File: src/rtl/microgreen_pkg.sv
// Shared encodings and MCP3008 frame constants for the sensor front end.
// Imported by the scan controller and its single-frame SPI engine.
package microgreen_pkg;

  typedef enum logic [2:0] {
    ST_IDLE,
    ST_SETUP,
    ST_SHIFT,
    ST_HOLD,
    ST_COMMIT
  } scan_state_t;

  typedef enum logic [1:0] {
    XF_IDLE,
    XF_SETUP,
    XF_SHIFT
  } xfer_state_t;

  localparam int MCP_FRAME_BITS    = 17;
  localparam int MCP_NULL_EDGE     = 7;
  localparam int MCP_DATA_MSB_EDGE = 8;
  localparam logic [1:0] MCP_CMD_SINGLE = 2'b11;

  // Index of the final SCLK half-period in a frame (low/high halves alternate).
  localparam int MCP_HALF_LAST = 2 * MCP_FRAME_BITS - 1;

  // MOSI level that must be valid at rising SCLK edge edge_num (1-based).
  function automatic logic mcp_cmd_bit(input logic [2:0] ch, input logic [4:0] edge_num);
    logic b;
    b = 1'b0;
    case (edge_num)
      5'd1:    b = MCP_CMD_SINGLE[1];
      5'd2:    b = MCP_CMD_SINGLE[0];
      5'd3:    b = ch[2];
      5'd4:    b = ch[1];
      5'd5:    b = ch[0];
      default: b = 1'b0;
    endcase
    return b;
  endfunction

endpackage

File: src/rtl/mcp3008_frame_xfer.sv
// Single MCP3008 conversion frame: SPI mode 0, 17 SCLK periods, command out,
// null-bit check and 10-bit result capture (reported as the top 8 bits).
module mcp3008_frame_xfer
  import microgreen_pkg::*;
#(
  parameter int CLK_DIV = 25
) (
  input  logic       clk,
  input  logic       rst_n,
  input  logic       go,
  input  logic [2:0] ch,
  input  logic       miso,
  output logic       mosi,
  output logic       sclk,
  output logic       cs_n,
  output logic       in_shift,
  output logic       fin,
  output logic [7:0] sample,
  output logic       null_err
);

  localparam int DIV_W = (CLK_DIV > 2) ? $clog2(CLK_DIV) : 1;
  localparam logic [DIV_W-1:0] DIV_LAST  = DIV_W'(CLK_DIV - 1);
  localparam logic [5:0]       HALF_LAST = 6'(MCP_HALF_LAST);

  xfer_state_t state_q, state_d;

  logic [DIV_W-1:0] div_q;
  logic [5:0]       half_q;
  logic [2:0]       ch_q;
  logic [9:0]       shreg_q;
  logic             null_q;
  logic             sclk_q;
  logic             mosi_q;
  logic             cs_n_q;

  logic             tick;
  logic             rise;
  logic             fall;
  logic             finish;
  logic [4:0]       rise_num;
  logic [4:0]       next_num;

  always_comb begin
    state_d  = state_q;
    finish   = 1'b0;
    tick     = (div_q == DIV_LAST);
    rise     = 1'b0;
    fall     = 1'b0;
    rise_num = half_q[5:1] + 5'd1;
    next_num = half_q[5:1] + 5'd2;
    case (state_q)
      XF_IDLE: begin
        if (go) state_d = XF_SETUP;
      end
      XF_SETUP: begin
        if (tick) state_d = XF_SHIFT;
      end
      XF_SHIFT: begin
        if (tick) begin
          if (half_q == HALF_LAST) begin
            state_d = XF_IDLE;
            finish  = 1'b1;
          end else if (!half_q[0]) begin
            rise = 1'b1;
          end else begin
            fall = 1'b1;
          end
        end
      end
      default: state_d = XF_IDLE;
    endcase
  end

  // MISO is captured on the same clk edge that raises SCLK; the ADC shifts on falling edges.
  always_ff @(posedge clk or negedge rst_n) begin
    if (!rst_n) begin
      state_q <= XF_IDLE;
      div_q   <= '0;
      half_q  <= '0;
      ch_q    <= '0;
      shreg_q <= '0;
      null_q  <= 1'b0;
      sclk_q  <= 1'b0;
      mosi_q  <= 1'b0;
      cs_n_q  <= 1'b1;
    end else begin
      state_q <= state_d;
      case (state_q)
        XF_IDLE: begin
          if (go) begin
            cs_n_q  <= 1'b0;
            sclk_q  <= 1'b0;
            mosi_q  <= mcp_cmd_bit(ch, 5'd1);
            ch_q    <= ch;
            div_q   <= '0;
            half_q  <= '0;
            shreg_q <= '0;
            null_q  <= 1'b0;
          end
        end
        XF_SETUP: begin
          div_q <= tick ? '0 : div_q + DIV_W'(1);
        end
        XF_SHIFT: begin
          div_q <= tick ? '0 : div_q + DIV_W'(1);
          if (finish) begin
            sclk_q <= 1'b0;
            cs_n_q <= 1'b1;
            mosi_q <= 1'b0;
          end
          if (rise) begin
            sclk_q <= 1'b1;
            half_q <= half_q + 6'd1;
            if (rise_num == 5'(MCP_NULL_EDGE)) null_q <= miso;
            if (rise_num >= 5'(MCP_DATA_MSB_EDGE)) shreg_q <= {shreg_q[8:0], miso};
          end
          if (fall) begin
            sclk_q <= 1'b0;
            half_q <= half_q + 6'd1;
            mosi_q <= mcp_cmd_bit(ch_q, next_num);
          end
        end
        default: ;
      endcase
    end
  end

  assign mosi     = mosi_q;
  assign sclk     = sclk_q;
  assign cs_n     = cs_n_q;
  assign in_shift = (state_q == XF_SHIFT);
  assign fin      = finish;
  assign sample   = shreg_q[9:2];
  assign null_err = null_q;

endmodule

File: src/rtl/mcp3008_scan_ctrl.sv
// MCP3008 scan sequencer: converts channels 0..NUM_CH-1 per trigger and commits
// all samples and null-bit flags to the datapath in a single cycle.
module mcp3008_scan_ctrl
  import microgreen_pkg::*;
#(
  parameter int CLK_DIV = 25,
  parameter int NUM_CH  = 4,
  parameter int CS_HOLD = 4
) (
  input  logic                  clk,
  input  logic                  rst_n,
  input  logic                  ena,
  input  logic                  start,
  input  logic                  miso,
  output logic                  mosi,
  output logic                  sclk,
  output logic                  cs_n,
  output logic                  busy,
  output logic                  done,
  output logic [8*NUM_CH-1:0]   sample_data,
  output logic [NUM_CH-1:0]     frame_err
);

  localparam int HOLD_W = $clog2(CS_HOLD + 1);
  localparam logic [HOLD_W-1:0] HOLD_LAST = HOLD_W'(CS_HOLD - 1);
  localparam logic [2:0]        LAST_CH   = 3'(NUM_CH - 1);

  scan_state_t state_q, state_d;

  logic [2:0]          ch_q;
  logic [HOLD_W-1:0]   hold_q;
  logic [8*NUM_CH-1:0] shadow_data;
  logic [NUM_CH-1:0]   shadow_err;
  logic [8*NUM_CH-1:0] sample_q;
  logic [NUM_CH-1:0]   err_q;
  logic                busy_q;
  logic                done_q;

  logic                go;
  logic [2:0]          go_ch;
  logic                accept;
  logic                hold_done;

  logic                xf_in_shift;
  logic                xf_fin;
  logic [7:0]          xf_sample;
  logic                xf_null;

  mcp3008_frame_xfer #(
    .CLK_DIV (CLK_DIV)
  ) u_xfer (
    .clk      (clk),
    .rst_n    (rst_n),
    .go       (go),
    .ch       (go_ch),
    .miso     (miso),
    .mosi     (mosi),
    .sclk     (sclk),
    .cs_n     (cs_n),
    .in_shift (xf_in_shift),
    .fin      (xf_fin),
    .sample   (xf_sample),
    .null_err (xf_null)
  );

  // The frame engine is launched on the same edge the scan state enters SETUP,
  // so frames abut the CS hold window with no extra handshake cycle.
  always_comb begin
    state_d   = state_q;
    go        = 1'b0;
    go_ch     = ch_q;
    accept    = 1'b0;
    hold_done = (hold_q == HOLD_LAST);
    case (state_q)
      ST_IDLE: begin
        if (start && ena) begin
          state_d = ST_SETUP;
          accept  = 1'b1;
          go      = 1'b1;
          go_ch   = 3'd0;
        end
      end
      ST_SETUP: begin
        if (xf_in_shift) state_d = ST_SHIFT;
      end
      ST_SHIFT: begin
        if (xf_fin) state_d = ST_HOLD;
      end
      ST_HOLD: begin
        if (hold_done) begin
          if (ch_q == LAST_CH) begin
            state_d = ST_COMMIT;
          end else begin
            state_d = ST_SETUP;
            go      = 1'b1;
            go_ch   = ch_q + 3'd1;
          end
        end
      end
      ST_COMMIT: state_d = ST_IDLE;
      default:   state_d = ST_IDLE;
    endcase
  end

  always_ff @(posedge clk or negedge rst_n) begin
    if (!rst_n) begin
      state_q     <= ST_IDLE;
      ch_q        <= '0;
      hold_q      <= '0;
      shadow_data <= '0;
      shadow_err  <= '0;
      sample_q    <= '0;
      err_q       <= '0;
      busy_q      <= 1'b0;
      done_q      <= 1'b0;
    end else begin
      state_q <= state_d;
      done_q  <= 1'b0;
      if (accept) begin
        ch_q   <= 3'd0;
        busy_q <= 1'b1;
      end
      if (state_q == ST_SHIFT && xf_fin) begin
        hold_q <= '0;
        for (int k = 0; k < NUM_CH; k++) begin
          if (ch_q == 3'(k)) begin
            shadow_data[8*k +: 8] <= xf_sample;
            shadow_err[k]         <= xf_null;
          end
        end
      end
      if (state_q == ST_HOLD) begin
        hold_q <= hold_q + HOLD_W'(1);
        if (hold_done && ch_q != LAST_CH) ch_q <= ch_q + 3'd1;
      end
      // Outputs move together on this one edge so a consumer never sees a mixed scan.
      if (state_q == ST_COMMIT) begin
        sample_q <= shadow_data;
        err_q    <= shadow_err;
        done_q   <= 1'b1;
        busy_q   <= 1'b0;
      end
    end
  end

  assign busy        = busy_q;
  assign done        = done_q;
  assign sample_data = sample_q;
  assign frame_err   = err_q;

endmodule
File: config.mk
export PLATFORM = sky130hd
export DESIGN_NAME = mcp3008_scan_ctrl
export DESIGN_NICKNAME = d
export VERILOG_FILES = /design/src/rtl/microgreen_pkg.sv /design/src/rtl/mcp3008_frame_xfer.sv /design/src/rtl/mcp3008_scan_ctrl.sv
export SDC_FILE = /design/constraint.sdc
export NUM_CORES = 1
export LEC_CHECK = 0
export CORE_MARGIN = 8
export CORE_UTILIZATION = 25
export CTS_CLUSTER_DIAMETER = 60
export DETAILED_ROUTE_END_ITERATION = 8
export DONT_BUFFER_PORTS = 1
export SLEW_MARGIN = 0
export SYNTH_ARGS = -nofsm -noshare
export SYNTH_HDL_FRONTEND = slang
export SYNTH_SLANG_ARGS = --single-unit
export TNS_END_PERCENT = 10
File: constraint.sdc
create_clock -name clk -period 3.3 [get_ports clk]
set_clock_uncertainty 0.2 [all_clocks]
set_input_delay 0.33 -clock clk [delete_from_list [all_inputs] [get_ports clk]]
set_output_delay 0.33 -clock clk [all_outputs]
set_load 0.02 [all_outputs]
==> results of run 1 <==
## layout make-up
cell class,instances,share of cell area [%]
clock buffers,23,7.96
clock inverters,9,1.71
inverters,20,1.22
multi-input cells,260,35.5
flip-flops and latches,113,46.1
well taps,270,5.51
repair buffers,12,1.96
## layer usage
layer	up-vias	part of all wire [%]	global-route usage (%)
met5	-	0.069	0
li1	1553	-	-
met1	1716	43	11.4
met3	16	7.3	3.91
met2	94	48	14.8
met4	2	1.5	3.61
## sequential cells by signal, indices dropped and copies added (netlist names)
register and count:
sample_data 32, u_xfer.half_q 6, u_xfer.cs_n 1, u_xfer.null_err 1
u_xfer.shreg_q 10, u_xfer.div_q 5, busy 1, u_xfer.state_q 2
shadow_err 4, hold_q 3, u_xfer.ch_q 3, shadow_data 32
state_q 3, frame_err 4, u_xfer.sclk 1, done 1
ch_q 3, u_xfer.mosi 1
## logic make-up after synthesis
logic type	share of synthesized area, %
AO/OA/AOI/OAI	10.2
XOR/XNOR	0.337
adder cells (fa/ha/maj)	4.34
buffers and inverters	3.66
flip-flops	54.5
multiplexers	17.2
AND/OR/NAND/NOR	9.71
## final timing paths
| path | startpoint | endpoint |
|---|---|---|
| min in group asynchronous | rst_n | u_xfer.state_q[1] |
| max in group asynchronous | rst_n | shadow_err[0] |
| min | ena | ch_q[2] |
| max | u_xfer.state_q[0] | u_xfer.shreg_q[9] |
| min reg2reg | hold_q[2] | hold_q[2] |
| max reg2reg | u_xfer.state_q[0] | u_xfer.shreg_q[9] |
## cells in the mapped netlist (4+ instances only)
library cell               number
sky130_fd_sc_hd__nor3b_1        6
sky130_fd_sc_hd__o22ai_1        4
sky130_fd_sc_hd__nand2_1       22
sky130_fd_sc_hd__nor2_1         9
sky130_fd_sc_hd__mux2_2        75
sky130_fd_sc_hd__o221ai_1      11
sky130_fd_sc_hd__buf_2          8
sky130_fd_sc_hd__clkbuf_1      15
sky130_fd_sc_hd__ha_1          18
sky130_fd_sc_hd__a22o_1         4
sky130_fd_sc_hd__dfrtp_1      112
sky130_fd_sc_hd__mux2i_1        5
sky130_fd_sc_hd__nand3_1        8
sky130_fd_sc_hd__nand4_1        4
sky130_fd_sc_hd__a21oi_1       10
sky130_fd_sc_hd__o21ai_0       28
sky130_fd_sc_hd__inv_1         20
sky130_fd_sc_hd__nand2b_1       4
sky130_fd_sc_hd__nor3_1         4
## critical path, delay by kind of cell, from the launching register on
family,cells,cell delay (ns)
and+or+nand+nor,2,1.13
buffers and inverters,2,0.32
DFF,1,0.36
adders and majority gates,1,0.32
AOI/OAI and AO/OA,1,0.15
## report_power, final
group	leakage [nW]	switching, mW	internal [mW]
Clock	0.293	0.618	1.19
Combinational	0.991	0.0290	0.00720
Sequential	1.48	0.00165	1.39
## through the flow
| stage | setup WS, ns | std cells | total power [mW] | utilization, % |
|---|---|---|---|---|
| CTS | 0.684 | 707 | 3.27 | 30.2 |
| finish | 0.655 | 707 | 3.23 | 30.2 |
| floorplan | 1.03 | 418 | 1.42 | - |
| detailed placement | 0.712 | 670 | 1.42 | 27.0 |
| global placement | 0.883 | 670 | 1.42 | 27.0 |
| global route | 0.496 | 707 | 3.34 | 30.2 |
## timing repair
item,4_1_cts,5_1_grt
hold buffers,5,0
endpoints found under the hold margin,116,0
resized for setup,0,0
==> implementation parameters, run 1 <==
Parameter                              Value

Outcome
  Run status ... completed

Worst hold path
  Path category of the worst min-delay check ... input pin to flip-flop
  Worst Hold Depth ... 3

Logic synthesis
  Cell type contributing the most total cell area after synthesis ... sky130_fd_sc_hd__dfrtp_1
  Share of the synthesized area in the top cell type ... 54.0%
  Main flop type after synthesis ... sky130_fd_sc_hd__dfrtp_1
  Mapped cell area ... 0.00519 sq mm
  Proportion of synthesized chip area in sequential cells ... a little over half
  Post-synth ARST share ... 100%
  Synth warn ... 0
  Mean Syn Cell Area ... 12.4 sq um
  EDFF count, synth ... 0
  Synth Net Count ... 441
  Top area cells in the synthesized netlist ... sky130_fd_sc_hd__dfrtp_1, sky130_fd_sc_hd__mux2_2, sky130_fd_sc_hd__ha_1, sky130_fd_sc_hd__o21ai_0, sky130_fd_sc_hd__o221ai_1
  Instance count of the mapped netlist ... 418
  Number of distinct standard cells referenced by the synthesized netlist ... 51
  Register bit count reported by yosys ... about 110

Timing
  Final-report max-slew violation count ... 0
  Summed negative setup slack over all endpoints ... 0 ns
  Highest Clock Rate ... between 0.3 and 0.4 GHz
  Setup-failing EPs final ... 0
  Worst rel slew slack ... between 30 and 40%
  Share of the clock period used by the worst path ... between 80% and 90%
  Endpoints failing hold ... 0
  Hold Slack ... 0.140 ns
  Unrepaired setup endpoints after global routing ... false
  Minimum clock period ... 2.65 ns
  Slew at the pin with the worst max-slew slack ... slightly above 1 ns

Worst setup path
  CP Class ... flip-flop to flip-flop
  Master of the slowest instance on the critical path ... sky130_fd_sc_hd__nor2_1
  Endpoint arrival time on the critical path ... 2.69 ns
  Req. time, crit path ... approximately 3.3 ns
  Logic depth of the worst register-to-register path ... 6
  R2R Setup Slk ... 0.65 ns
  Slowest Stage Delay on Critical Path ... 0.77 ns
  Startpoint class of the critical path ... flip-flop
  Cell-by-cell trace of the critical path ... inv_1 > ha_1 > buf_4 > nor2_1 > or4b_4 > o221ai_1
  Type of element capturing the critical path ... flip-flop
  Worst-path fanout max ... 18

Drt
  Initial DRC Count ... approximately 220
  Number of vias in the routed layout ... around 3.4k
  Detailed Route WL ... 11.7 mm
  Ratio of routed vias to standard cells ... 4.78
  Post-detailed-route wirelength per cell ... ~16 microns
  DRT Pass-1 Iters ... 5
  Remaining number of nets flagged by the antenna check after routing ... 0
  DRC violations left ... 0

Power and ir drop
  Pwr Density ... 527 mW/mm^2
  Leakage power total ... between 2 and 3 nW
  Peak supply drop ... 0.301 mV

Clocking
  Worst-path clk slew ... 0.05 ns
  Number of buffers created by CTS ... 17
  TritonCTS sink count ... 113
  Clock latency reported for the late side of the worst-skew pair ... 0.41 ns
  Post CTS Setup Buffer Count ... 0
  Clock tree from TritonCTS ... yes
  Largest buffer count on any clock path ... 2
  Clock Tree Root ... sky130_fd_sc_hd__clkbuf_16
  H-tree Lvls ... 4

Place
  Placer Congestion ... 0.794
  IO buf count ... 0
  Cell area after placement ... 0.00547 sq mm
  Half-perimeter wire length of the detailed placement result ... 7.83 mm

Layout
  Total number of nets in the final design ... 447
  Area of combinational cells with multiple inputs ... 0.00218 sq mm
  Filler cell count in the final layout ... between 2k and 2.5k
  Antenna diode count ... 0
  Reg area ... 0.00283 sq mm
  Most frequent standard cell in the layout excluding fill and tap cells ... sky130_fd_sc_hd__dfrtp_1
  P&R area growth vs syn ... 18.1%
  Commonest non-fill, non-tap cells in the layout ... sky130_fd_sc_hd__dfrtp_1, sky130_fd_sc_hd__mux2_2, sky130_fd_sc_hd__o21ai_0
  Ratio of cells with drive above 1 in the final layout ... 28.1%
  Post-route cell area ... 0.00613 sq mm

GRT
  Total gr overflow ... 0
  Number of antenna violations at the first check in global routing ... 1
  Largest net degree at the start of global routing ... 114
  Total global-route track usage ... 9.46%
  Global-route wire length before repair ... a little under 20 mm
  Vias in the first global route ... about 3.4k

Die
  Number of top-level pins ... between 40 and 50
  Die outline height ... 160 microns
  Starting Density ... 25.6%
  Die Footprint ... 0.0256 sq mm
  Die width ... between 150 and 200 microns
  Row Count ... 52
  Area of the core ... between 0.02 and 0.025 sq mm

Run
  Max_cap viols ... 0
Note: power is estimated with default switching activity, not from simulation.
==> run 2: changes to the inputs <==
==> constraint.sdc (replaced) <==
create_clock -name clk -period 2.1 [get_ports clk]
set_clock_uncertainty 0.2 [all_clocks]
set_input_delay 0.21 -clock clk [delete_from_list [all_inputs] [get_ports clk]]
set_output_delay 0.21 -clock clk [all_outputs]
set_load 0.02 [all_outputs]
==> run 2 against run 1 <==
The run now ends with hold timing, setup timing left. Global-route usage up 0.54 points. Die area unchanged. Wire length up 6.9%. Flip-flop and latch count unchanged. Non-clock buffer count up 49. Largest power group unchanged. Cell count up 7.1%. Power up 59%. Utilization up 3.0 points. First-iteration DRC count up 16%.
==> implementation parameters, run 2 (synthesized netlist as in run 1, its figures left out) <==
Parameter                              Value

Die
  Starting Density ... 25.6% (unchanged)
  Row Count ... 52 (unchanged)
  Die outline height ... 160 microns (unchanged)
  Area of the core ... 0.0203 sq mm (unchanged)
  Die Footprint ... 0.0256 sq mm (unchanged)
  Number of top-level pins ... 46 (unchanged)
  Die width ... 160 microns (unchanged)

GRT
  Total global-route track usage ... 10.0% (+0.54 points)
  Largest net degree at the start of global routing ... 114 (unchanged)
  Vias in the first global route ... 3688 (+7.2%)
  Number of antenna violations at the first check in global routing ... 1 (unchanged)
  Total gr overflow ... 0 (unchanged)
  Global-route wire length before repair ... 20.4 mm (+6.2%)

Timing
  Setup-failing EPs final ... 44 (+44)
  Unrepaired setup endpoints after global routing ... true
  Highest Clock Rate ... 0.440 GHz (+16%)
  Setup ws final ... -0.172 ns (-0.826 ns)
  Slew at the pin with the worst max-slew slack ... 0.476 ns (-0.532 ns)
  Hold Slack ... -0.698 ns (-0.838 ns)
  Final-report max-slew violation count ... 0 (unchanged)
  Worst rel slew slack ... 68.3% (+36 points)
  Endpoints failing hold ... 113 (+113)
  Share of the clock period used by the worst path ... 108% (+28 points)
  Minimum clock period ... 2.27 ns (-0.374 ns)

Clocking
  Largest buffer count on any clock path ... 2 (unchanged)
  Clock latency reported for the late side of the worst-skew pair ... 0.42 ns (about the same)
  Number of buffers created by CTS ... 17 (unchanged)
  H-tree Lvls ... 4 (unchanged)
  Worst-path clk slew ... 0.06 ns (about the same)
  Clock Tree Root ... sky130_fd_sc_hd__clkbuf_16
  TritonCTS sink count ... 113 (unchanged)
  CTS hold repair buffers ... 3 (-2)
  Clock tree from TritonCTS ... yes

Power and ir drop
  Leakage power total ... 3.04 nW (+9.7%)
  Cell-internal power ... 4.08 mW (+58%)
  Share of total power in sequential cells ... 42.6% (-0.4 points)
  Clock group share of total power ... 57.1% (+1.3 points)
  Switching power ... 1.04 mW (+60%)
  Combinational share of power ... 0.3% (-0.8 points)
  Peak supply drop ... 0.495 mV (+64%)
  Pwr Density ... 759 mW/mm^2 (+44%)
  Switching share of total power ... 20.3% (+0.23 points)

Drt
  DRT Pass-1 Iters ... 4 (-1)
  Remaining number of nets flagged by the antenna check after routing ... 0 (unchanged)
  Post-detailed-route wirelength per cell ... 16.5 microns (-0.19%)
  DRC violations left ... 0 (unchanged)
  Ratio of routed vias to standard cells ... 4.66 (-2.7%)
  Initial DRC Count ... 257 (+16%)
  Detailed Route WL ... 12.5 mm (+6.9%)
  Number of vias in the routed layout ... 3524 (+4.2%)

Layout
  Filler cell count in the final layout ... 2010 (-2.6%)
  Antenna diode count ... 0 (unchanged)
  P&R area growth vs syn ... 30.0%
  Most frequent standard cell in the layout excluding fill and tap cells ... sky130_fd_sc_hd__dfrtp_1
  Area of combinational cells with multiple inputs ... 0.00243 sq mm (+11%)
  Ratio of cells with drive above 1 in the final layout ... 41.9% (+14 points)
  Total number of nets in the final design ... 497 (+11%)
  Reg area ... 0.00283 sq mm (unchanged)
  Share of the core filled with cells in the final layout ... 33.2% (+3.0 points)
  Commonest non-fill, non-tap cells in the layout ... sky130_fd_sc_hd__dfrtp_1, sky130_fd_sc_hd__mux2_2, sky130_fd_sc_hd__buf_4

Worst setup path
  Worst-path fanout max ... 5 (-13)
  Cell-by-cell trace of the critical path ... inv_1 > ha_2 > and4b_2 > nand4_1 > buf_4 > nor3b_4 > buf_6 > mux2_4
  Endpoint arrival time on the critical path ... 2.37 ns (-0.32 ns)
  Type of element capturing the critical path ... flip-flop
  Req. time, crit path ... 2.20 ns (-1.14 ns)
  Slowest Stage Delay on Critical Path ... 0.38 ns (-0.39 ns)
  Startpoint class of the critical path ... flip-flop
  CP Class ... flip-flop to flip-flop
  Master of the slowest instance on the critical path ... sky130_fd_sc_hd__dfrtp_1

Worst hold path
  Path category of the worst min-delay check ... input pin to asynchronous set/reset pin

Place
  Placer Congestion ... 0.856 (+7.8%)
  Half-perimeter wire length of the detailed placement result ... 8.48 mm (+8.3%)
  Setup Slack @ Placement ... -0.132 ns (-0.844 ns)
  IO buf count ... 0 (unchanged)

Run
  Max_cap viols ... 0 (unchanged)

Outcome
  Violations in the final reports ... hold timing, setup timing
  Run status ... complete, but fails checks
-- run 2: changes by cell type in the layout (fill, tap and decap cells not counted), moves of 6 or more --
cell / before / now
sky130_fd_sc_hd__buf_4: 7 / 53
sky130_fd_sc_hd__mux2_2: 75 / 58
sky130_fd_sc_hd__mux2_4: 0 / 17
sky130_fd_sc_hd__ha_1: 18 / 10
sky130_fd_sc_hd__o21ai_0: 28 / 20
sky130_fd_sc_hd__o21ai_1: 0 / 7
sky130_fd_sc_hd__o221ai_1: 11 / 4
sky130_fd_sc_hd__o221ai_2: 0 / 7
sky130_fd_sc_hd__ha_2: 0 / 6
-- run 2: cell type report --
class                      instances  area share [%]
inverter                          20            1.11
multi-input combinational        261            35.9
tap                              270            5.01
clock inverter                    13            2.37
timing repair buffer              61            7.08
sequential                       113            41.9
clock buffer                      19            6.56
-- run 2: worst paths after layout --
kind,to,cells after the start,startpoint,slack (ns)
max,shadow_data[9],8,u_xfer.div_q[1],-0.17
min,frame_err[0],0,rst_n,-0.70
max reg2reg,shadow_data[9],8,u_xfer.div_q[1],-0.17
min reg2reg,shadow_data[26],1,shadow_data[26],0.30
max in group asynchronous,u_xfer.cs_n,0,rst_n,2.16
min in group clk,state_q[0],4,ena,0.03
-- run 2: repair_timing --
action                                 in CTS  in global routing
endpoints found under the hold margin     116                113
setup endpoints to repair                  56                 66
setup buffers                               1                  3
gates resized for setup                    12                 49
cloned                                      1                  2
pin swaps                                   3                 12
-- run 2: power groups by stage --
stage	combinational [mW]	clock, mW	sequential, mW
floorplan	0.00543	0	2.22
global placement	0.00729	0	2.22
detailed placement	0.00737	0	2.22
CTS	0.0141	2.99	2.18
global route	0.0153	3.09	2.18
finish	0.0141	2.93	2.18
-- run 2: critical path: cells and delay by family, from the launching register on --
kind / cells / cell delay, ns
fa+ha+maj: 1 / 0.17
buf+inv: 3 / 0.46
simple gates: 3 / 0.66
mux: 1 / 0.30
flops: 1 / 0.38
-- run 2: metal layers --
metal / global-route usage (%) / vias to the layer above / part of all wire, %
li1: - / 1642 / -
met1: 11.8 / 1781 / 44
met3: 3.68 / 22 / 5.7
met2: 15.9 / 77 / 48
met5: 0 / - / 0.10
met4: 4.59 / 2 / 1.7
-- run 2: through the flow --
step           cell area [sq um]  total power, mW  std cells  TNS [ns]
5_1_grt                     6750             5.29        757     -8.32
3_5_place_dp                5850             2.23        715     -4.85
4_1_cts                     6570             5.18        752     -4.65
3_3_place_gp                5850             2.23        715     -2.40
6_report                    6750             5.12        757     -4.44
2_1_floorplan               5260             2.22        418     -1.31
